## config.mk

```make
export PLATFORM = sky130hd
export DESIGN_NAME = log_reader
export DESIGN_NICKNAME = d
export VERILOG_FILES = /design/src/rtl/log_reader.sv
export SDC_FILE = /design/constraint.sdc
export NUM_CORES = 1
export LEC_CHECK = 0
export CAP_MARGIN = 20
export CORE_MARGIN = 10
export CORE_UTILIZATION = 42
export DETAILED_ROUTE_END_ITERATION = 7
export PLACE_DENSITY = 0.8
export SETUP_SLACK_MARGIN = 0.02
export SLEW_MARGIN = 20
export SYNTH_ARGS = -nofsm -noshare
export SYNTH_HDL_FRONTEND = slang
export SYNTH_SLANG_ARGS = --single-unit
```

## constraint.sdc

```tcl
create_clock -name clock -period 1.5 [get_ports clock]
set_input_delay 0.375 -clock clock [delete_from_list [all_inputs] [get_ports clock]]
set_output_delay 0.375 -clock clock [all_outputs]
set_load 0.05 [all_outputs]
```

## src/rtl/log_reader.sv

```systemverilog
// rtl/log_reader.sv - read-side sequencer for the DSP capture log memory
//
// Reads i_length words (0 means the full 2**N_ADDR depth) starting at address 0
// from a single-port memory with a 2-cycle registered read path. Each word is
// offered on a valid/ready stream, and the memory read latency is hidden behind
// a fixed ISSUE -> LATCH -> CAPTURE -> PRESENT sequence per word.
//
// Optional build macro: LOG_READER_CHECKSUM_EN adds o_checksum, the running
// sum (mod 2**RAM_WIDTH) of every word handed over in the current transfer.
//
// Ports:
//   clock        in   DSP clock, rising edge
//   i_reset      in   synchronous active-low reset
//   i_start      in   start request, honoured only when idle
//   i_abort      in   stop the transfer, honoured only when busy
//   i_length     in   words to read, 0 = 2**N_ADDR
//   o_mem_addr   out  memory read address
//   o_mem_en     out  memory enable (address capture)
//   o_mem_regce  out  memory output register enable
//   i_mem_data   in   memory read data (douta)
//   o_data       out  presented word (registered)
//   o_valid      out  o_data valid
//   i_ready      in   consumer accepts o_data on o_valid && i_ready
//   o_busy       out  high whenever not idle
//   o_done       out  one-cycle pulse at the end of a transfer or abort
//   o_checksum   out  running word sum (LOG_READER_CHECKSUM_EN only)

module log_reader #(
  parameter int N_ADDR    = 10,
  parameter int RAM_WIDTH = 22
) (
  input  logic                 clock,
  input  logic                 i_reset,
  input  logic                 i_start,
  input  logic                 i_abort,
  input  logic [N_ADDR-1:0]    i_length,
  output logic [N_ADDR-1:0]    o_mem_addr,
  output logic                 o_mem_en,
  output logic                 o_mem_regce,
  input  logic [RAM_WIDTH-1:0] i_mem_data,
  output logic [RAM_WIDTH-1:0] o_data,
  output logic                 o_valid,
  input  logic                 i_ready,
  output logic                 o_busy,
  output logic                 o_done
`ifdef LOG_READER_CHECKSUM_EN
  , output logic [RAM_WIDTH-1:0] o_checksum
`endif
);

  typedef enum logic [2:0] {
    IDLE    = 3'd0,
    ISSUE   = 3'd1,
    LATCH   = 3'd2,
    CAPTURE = 3'd3,
    PRESENT = 3'd4,
    DONE    = 3'd5
  } state_t;

  localparam logic [N_ADDR:0]   CNT_ONE  = {{N_ADDR{1'b0}}, 1'b1};
  localparam logic [N_ADDR:0]   CNT_FULL = {1'b1, {N_ADDR{1'b0}}};
  localparam logic [N_ADDR-1:0] ADDR_ONE = {{(N_ADDR-1){1'b0}}, 1'b1};

  state_t          state;
  state_t          state_nxt;
  // One bit wider than the address so a full-depth transfer can be counted.
  logic [N_ADDR:0] remaining;
  logic            handshake;

  // o_valid is only ever high in PRESENT, so this is the consumer handshake.
  assign handshake = o_valid && i_ready;

  // Strobes decoded purely from state so i_ready never reaches an output.
  assign o_mem_en    = (state == ISSUE);
  assign o_mem_regce = (state == LATCH);
  assign o_busy      = (state != IDLE);
  assign o_done      = (state == DONE);

  always_comb begin
    state_nxt = state;
    case (state)
      IDLE:    if (i_start) state_nxt = ISSUE;
      ISSUE:   state_nxt = i_abort ? DONE : LATCH;
      LATCH:   state_nxt = i_abort ? DONE : CAPTURE;
      CAPTURE: state_nxt = i_abort ? DONE : PRESENT;
      PRESENT: begin
        // Abort wins over issuing the next word.
        if (i_abort)
          state_nxt = DONE;
        else if (handshake)
          state_nxt = (remaining == CNT_ONE) ? DONE : ISSUE;
      end
      DONE:    state_nxt = IDLE;
      default: state_nxt = IDLE;
    endcase
  end

  always_ff @(posedge clock) begin
    if (!i_reset) begin
      state      <= IDLE;
      remaining  <= '0;
      o_mem_addr <= '0;
      o_data     <= '0;
      o_valid    <= 1'b0;
`ifdef LOG_READER_CHECKSUM_EN
      o_checksum <= '0;
`endif
    end else begin
      state <= state_nxt;
      case (state)
        IDLE: begin
          if (i_start) begin
            remaining  <= (i_length == '0) ? CNT_FULL : {1'b0, i_length};
            o_mem_addr <= '0;
`ifdef LOG_READER_CHECKSUM_EN
            o_checksum <= '0;
`endif
          end
        end
        CAPTURE: begin
          if (!i_abort) begin
            o_data  <= i_mem_data;
            o_valid <= 1'b1;
          end
        end
        PRESENT: begin
          // A handshake coinciding with abort still counts as delivered.
          if (handshake) begin
            o_valid    <= 1'b0;
            remaining  <= remaining - CNT_ONE;
            // Wraps to 0 after the last word of a full-depth read.
            o_mem_addr <= o_mem_addr + ADDR_ONE;
`ifdef LOG_READER_CHECKSUM_EN
            o_checksum <= o_checksum + o_data;
`endif
          end
          if (i_abort)
            o_valid <= 1'b0;
        end
        default: ;
      endcase
    end
  end

endmodule

```

==> impl_results.md, run 1 <==
- Post-synth net total: 320
- Worst-Skew Late Latency: 0.30 ns
- Synthesis warning total: 0
- Proportion of register bits with asynchronous set or reset after synthesis: 0
- Leak: 1.64 nW
- Startpoint type of the worst setup path: flop
- Netlist area before placement: 0.00232 mm^2
- Synth Area per Inst: 8.30 um^2
- Setup slack at placement: -0.487 ns
- Number of remaining DRC errors: 0
- Half-perimeter wire length after placement: 5740 um
- Number of maximum-capacitance constraint violations: 0
- Worst slew margin relative to its limit: 0.683
- Post-synthesis sequential area ratio: 0.405
- Worst clock skew on the final layout: 0.00911 ns
- RSZ-0062 raised after global routing: yes
- Grt ovf: 0
- Wire length per cell after detailed routing: 20.2 um
- Buffer cell driving the clock tree root: clkbuf_8
- Chip Height: 94.4 um
- Wirelength, routed: 9590 um
- Slew at the pin closest to its max-slew limit: 0.472 ns
- Cells on Worst Hold Path: 3
- Number of cells traversed by the worst register-to-register path: 7
- Vias per inst: 5.72
- Power density over the cells: 765 mW/mm^2
- Maximum buffer depth of the clock tree: 2
- Outcome: complete, but fails checks
- Die outline width: 94.4 um
- Core occupancy in the finished layout: 0.819
- Initial core utilization: 0.427
- Fin crit period: 1.71 ns
- Failing checks: setup timing
- Endpoint class of the critical path: output pin
- Count of flip-flops with a built-in enable after synthesis: 0
- Final weighted congestion in routability-driven placement: 0.908
- Cell types occupying the most area after synthesis: dfxtp_1, nand2_1, a21boi_0, nor2_1, buf_2
- Critical path data required time: 1.12 ns
- CP Data Arrival Time: 1.34 ns
- Endpoints failing setup: 21
- Fraction of final layout cells with drive strength greater than 1: 0.386
- First-pass GRT wire length: 13,100 um
- Pin count of the biggest net entering global routing: 23
- GR Util All Layers: 0.181
- Core ar.: 0.00544 mm^2
- Number of diodes added for antenna fixing: 0
- Number of buffers inserted during clock tree synthesis: 5
- Full die area: 0.00891 mm^2
- Number of cells produced by synthesis: 280
- CTS HTree Levels: 2
- Number of antenna violations at the first check in global routing: 0
- Max stage delay on crit path: 0.39 ns
- Area share of the leading cell type in the synthesized netlist: 0.405
- Max Slew Vio Count: 0
- Crit-path cells: buf_6 > or3_4 > buf_8
- Maximum vdd ir drop: 0.000476 V
- Layout overhead on the synthesized area: 91.8%
- Share of the cycle needed by the critical path after routing: 1.14
- Total vias in the final route: 2,709
- Top cell type by total area after synthesis: dfxtp_1
- Hold Path Class: in2reg
- PnR worst setup slack: -0.213 ns
- Count of unique library cells instantiated by Yosys: 51
- Worst hold slack: 0.483 ns
- Number of nets in the layout: 441
- CTS tree: yes
- Flip-flop cell with the highest count after synthesis: dfxtp_1
- Residual antenna-violating net count after detailed routing: 0
- Number of global-route vias before repair: 2,557
- Detailed-routing iteration count for the pre-antenna-repair pass: 5
- Count of final hold-check violations: 0
- F_max: 584 MHz
- Slowest cell on the critical path: or3_4
- Clock sink count: 47
- Sum Neg Setup Slack: -1.86 ns
- Initial drt markers: 214
- Worst-path maximum fanout: 3
- Synth Register Bits: 47
- Number of core rows: 27
- Buffers on Ports: 73
- I/O pin total: 74
- Clock slew seen by the registers of the worst setup and hold paths: 0.10 ns
- Category of the critical setup timing path: reg2out
## synth_stat cells, types with 2 or more instances
cell,count
buf_2,9
o211ai_1,4
a21oi_1,8
nor3_1,5
a21boi_1,3
o21ai_1,2
o21ai_0,6
a21boi_0,23
and3_1,5
nand2_1,56
o21a_1,3
and4_1,2
dfxtp_1,47
nor4_1,2
o211a_1,3
nand3b_1,2
a31oi_1,3
o221a_1,3
inv_1,5
xor2_1,4
nor2b_1,3
a41oi_1,2
o2111ai_1,2
and2_1,2
nor3b_1,4
a2111oi_1,3
clkbuf_1,7
ha_1,3
xnor2_1,4
nor2_1,26
nand4bb_1,2
nand3_1,7
nand4_1,2
## cell usage in the layout (no fill, tap or decap), drive strengths merged, types with 3 or more instances in the layout
master / netlist / routed
a2111oi: 3 / 3
a21boi: 27 / 27
a21oi: 8 / 8
a31oi: 3 / 3
and3: 5 / 5
buf: 9 / 93
clkbuf: 7 / 6
clkdlybuf4s50: 0 / 30
dfxtp: 47 / 47
dlygate4sd2: 0 / 5
ha: 3 / 3
inv: 5 / 7
nand2: 56 / 56
nand3: 7 / 7
nor2: 27 / 27
nor2b: 3 / 3
nor3: 5 / 5
nor3b: 5 / 5
nor4: 3 / 3
o211a: 3 / 3
o211ai: 4 / 4
o21a: 3 / 3
o21ai: 9 / 9
o221a: 3 / 3
xnor2: 4 / 4
xor2: 4 / 4
## stage by stage
step	instance area, um^2	instances	power, W
floorplan	2370	280	0.00183
global placement	3830	451	0.00225
detailed placement	3830	451	0.00226
CTS	4180	466	0.00318
global route	4460	474	0.00353
finish	4460	474	0.00341
## where the power goes
part	switching, W	internal (W)	total, W
Combinational	0.000618	0.000624	0.00124
Clock	0.000466	0.000338	0.000804
Sequential	0.0000652	0.00130	0.00136
## path summary, 6_finish.rpt
kind	from	slack [ns]	endpoint
worst min register to register	remaining[9]	0.49	remaining[9]
worst max register to register	state[1]	-0.17	remaining[7]
worst max-delay path	state[1]	-0.21	o_busy
worst min-delay path	i_abort	0.48	state[1]
## repair_timing
action	in CTS	in global routing
resized for setup	46	42
hold buffers	0	0
buffers inserted	7	8
pin swaps	22	30
gates cloned	0	1
endpoints found under the setup margin	24	25
## metal layers
metal / routed length, um / track usage / vias to the layer above
li1: - / - / 1235
met1: 3500 / 0.195 / 1314
met2: 5190 / 0.343 / 133
met3: 606 / 0.0397 / 27
met4: 299 / 0.0532 / 0
met5: 0 / 0 / -
## final cells by class
cell class	instances	area, um^2
clock buffer	5	68.8
clock inverter	3	22.5
fill	291	982
inverter	5	18.8
multi-input combinational	212	1620
sequential	47	965
tap	72	90.1
timing repair buffer	130	1670
## flip-flops by register name, summed over array words and instances (netlist names)
register	flops
o_valid	1
state	3
o_data	22
remaining	11
o_mem_addr	10
## cell families after synthesis
kind of cell	Yosys count	synth area share
AND/OR/NAND/NOR	127	0.271
AO/OA/AOI/OAI	74	0.239
flip-flops	47	0.405
buffers and inverters	21	0.0388
XOR/XNOR	8	0.0302
adder cells (fa/ha/maj)	3	0.0162
## worst max-delay path: cells and delay by family, from the launching register on
family	cells	cell delay, ns
flops	1	0.36
simple gates	1	0.39
buf+inv	2	0.28
No activity file was read; power rests on OpenSTA's default activity.
==> inputs of run 2 (changes only) <==
==> constraint.sdc (replaced) <==
create_clock -name clock -period 1.5 [get_ports clock]
set_input_delay 0.375 -clock clock [delete_from_list [all_inputs] [get_ports clock]]
set_output_delay 0.375 -clock clock [all_outputs]
set_load 0.1 [all_outputs]
==> impl_results.md, run 2 (synthesized netlist as in run 1, its figures left out) <==
- Buffer cell driving the clock tree root: clkbuf_8
- Sum Neg Setup Slack: -1.24 ns (+0.613 ns)
- Total vias in the final route: 2,649 (-2.2%)
- Fraction of final layout cells with drive strength greater than 1: 0.388 (+0.00249)
- Clock slew seen by the registers of the worst setup and hold paths: 0.09 ns (about the same)
- Number of diodes added for antenna fixing: 0 (unchanged)
- Slew at the pin closest to its max-slew limit: 0.358 ns (-0.114 ns)
- Leak: 1.62 nW (-0.96%)
- Core occupancy in the finished layout: 0.805 (-0.0143)
- RSZ-0062 raised after global routing: yes
- Crit-path cells: buf_6 > buf_6 > nor3b_4 > buf_12
- Slowest cell on the critical path: dfxtp_2
- First-pass GRT wire length: 12,300 um (-6.5%)
- GR Util All Layers: 0.170 (-0.0106)
- Initial core utilization: 0.427 (unchanged)
- Fin crit period: 1.68 ns (-0.0306 ns)
- Worst slew margin relative to its limit: 0.760 (+0.0772)
- CTS tree: yes
- Clock sink count: 47 (unchanged)
- Count of final hold-check violations: 0 (unchanged)
- Maximum vdd ir drop: 0.000598 V (+26%)
- Leading cell type in the layout, fill and taps excluded: nand2_1
- Maximum buffer depth of the clock tree: 2 (unchanged)
- Worst clock skew on the final layout: 0.00760 ns (-0.00152 ns)
- Wire length per cell after detailed routing: 19.0 um (-5.9%)
- Max stage delay on crit path: 0.34 ns (-0.05 ns)
- Wirelength, routed: 9020 um (-5.9%)
- Outcome: complete, but fails checks
- Critical path's most frequent cell: buf_6
- Vias per inst: 5.59 (-2.2%)
- Hold buffer count at CTS: 0 (unchanged)
- Number of nets in the layout: 442 (+0.23%)
- Most frequent cells in the layout: nand2_1, buf_12, dfxtp_1, buf_4, clkdlybuf4s50_1
- Initial drt markers: 140 (-35%)
- Biggest regs: o_data x22, remaining x11, o_mem_addr x10
- Share of the cycle needed by the critical path after routing: 1.12 (-0.0204)
- Buffers on Ports: 73 (unchanged)
- F_max: 594 MHz (+1.8%)
- Worst-path maximum fanout: 4 (+1)
- Full die area: 0.00891 mm^2 (unchanged)
- Max Slew Vio Count: 0 (unchanged)
- CTS HTree Levels: 2 (unchanged)
- Worst hold slack: 0.495 ns (+0.0126 ns)
- Number of buffers inserted during clock tree synthesis: 5 (unchanged)
- CP Data Arrival Time: 1.31 ns (-0.03 ns)
- Half-perimeter wire length after placement: 5600 um (-2.5%)
- Core ar.: 0.00544 mm^2 (unchanged)
- Number of core rows: 27 (unchanged)
- Number of remaining DRC errors: 0 (unchanged)
- Number of flip-flops in the largest register: 22 (unchanged)
- Number of maximum-capacitance constraint violations: 0 (unchanged)
- Category of the critical setup timing path: reg2out
- Biggest register: o_data
- Detailed-routing iteration count for the pre-antenna-repair pass: 4 (-1)
- Filler cell count in the final layout: 317 (+8.9%)
- PnR worst setup slack: -0.183 ns (+0.0306 ns)
- Residual antenna-violating net count after detailed routing: 0 (unchanged)
- Setup slack at placement: -0.392 ns (+0.0948 ns)
- Final weighted congestion in routability-driven placement: 0.907 (-0.15%)
- Buf/Inv on CP: 3 (+1)
- Number of antenna violations at the first check in global routing: 0 (unchanged)
- Startpoint type of the worst setup path: flop
- Power density over the cells: 769 mW/mm^2 (+0.48%)
- Number of global-route vias before repair: 2,482 (-2.9%)
- Endpoint class of the critical path: output pin
- Top Family by Delay on Critical Path: buffers and inverters
- Grt ovf: 0 (unchanged)
- Die outline width: 94.4 um (unchanged)
- Layout overhead on the synthesized area: 88.5%
- Failing checks: setup timing
- Critical path data required time: 1.12 ns (about the same)
- Pin count of the biggest net entering global routing: 23 (unchanged)
- Chip Height: 94.4 um (unchanged)
- I/O pin total: 74 (unchanged)
- Worst-Skew Late Latency: 0.30 ns (about the same)
- Endpoints failing setup: 16 (-24%)
- Hold Path Class: reg2reg
==> run 2: layout make-up <==
| type | instances | area, um^2 | share of cell area |
|---|---|---|---|
| Inverter | 5 | 18.8 | 0.00429 |
| Multi-Input combinational cell | 212 | 1570 | 0.357 |
| Clock buffer | 5 | 68.8 | 0.0157 |
| Sequential cell | 47 | 977 | 0.223 |
| Tap cell | 72 | 90.1 | 0.0206 |
| Timing Repair Buffer | 131 | 1650 | 0.376 |
| Clock inverter | 2 | 13.8 | 0.00314 |
==> run 2: final timing paths <==
path | cells after the start | endpoint | start | slack [ns]
setup / recovery | 4 | o_mem_en | state[0] | -0.18
hold / removal | 2 | remaining[9] | remaining[9] | 0.50
setup reg to reg | 7 | o_mem_addr[9] | state[0] | -0.12
hold reg to reg | 2 | remaining[9] | remaining[9] | 0.50
==> run 2: what timing repair did <==
action / 4_1_cts / 5_1_grt
pin swaps: 10 / 30
endpoints found under the hold margin: 0 / 0
gates cloned: 0 / 2
gates resized for setup: 27 / 47
setup buffers: 4 / 9
endpoints found under the setup margin: 21 / 31
==> run 2: worst register-to-register path: stages (launching register included) <==
cell and delay, ns:
dfxtp_2 0.33, buf_4 0.13, buf_6 0.12, nand4bb_4 0.25, buf_6 0.17, a2111oi_4 0.24
xnor2_1 0.18, nor2_1 0.08
==> run 2: power breakdown <==
group	switching [W]	internal (W)
clock network	0.000443	0.000320
registers	0.0000665	0.00129
logic	0.000641	0.000607
==> run 2: through the flow <==
step / std cells / total power, W / cell area [um^2]
detailed placement: 452 / 0.00239 / 3880
floorplan: 280 / 0.00193 / 2440
global route: 474 / 0.00349 / 4380
finish: 474 / 0.00337 / 4380
CTS: 463 / 0.00319 / 4120
global placement: 452 / 0.00237 / 3880
==> run 2: routing by layer <==
metal	global-route usage	wire length [um]	vias to the layer above
met3	0.0397	524	22
met1	0.179	3350	1283
li1	-	-	1236
met4	0.0646	243	0
met5	0	0	-
met2	0.320	4900	108
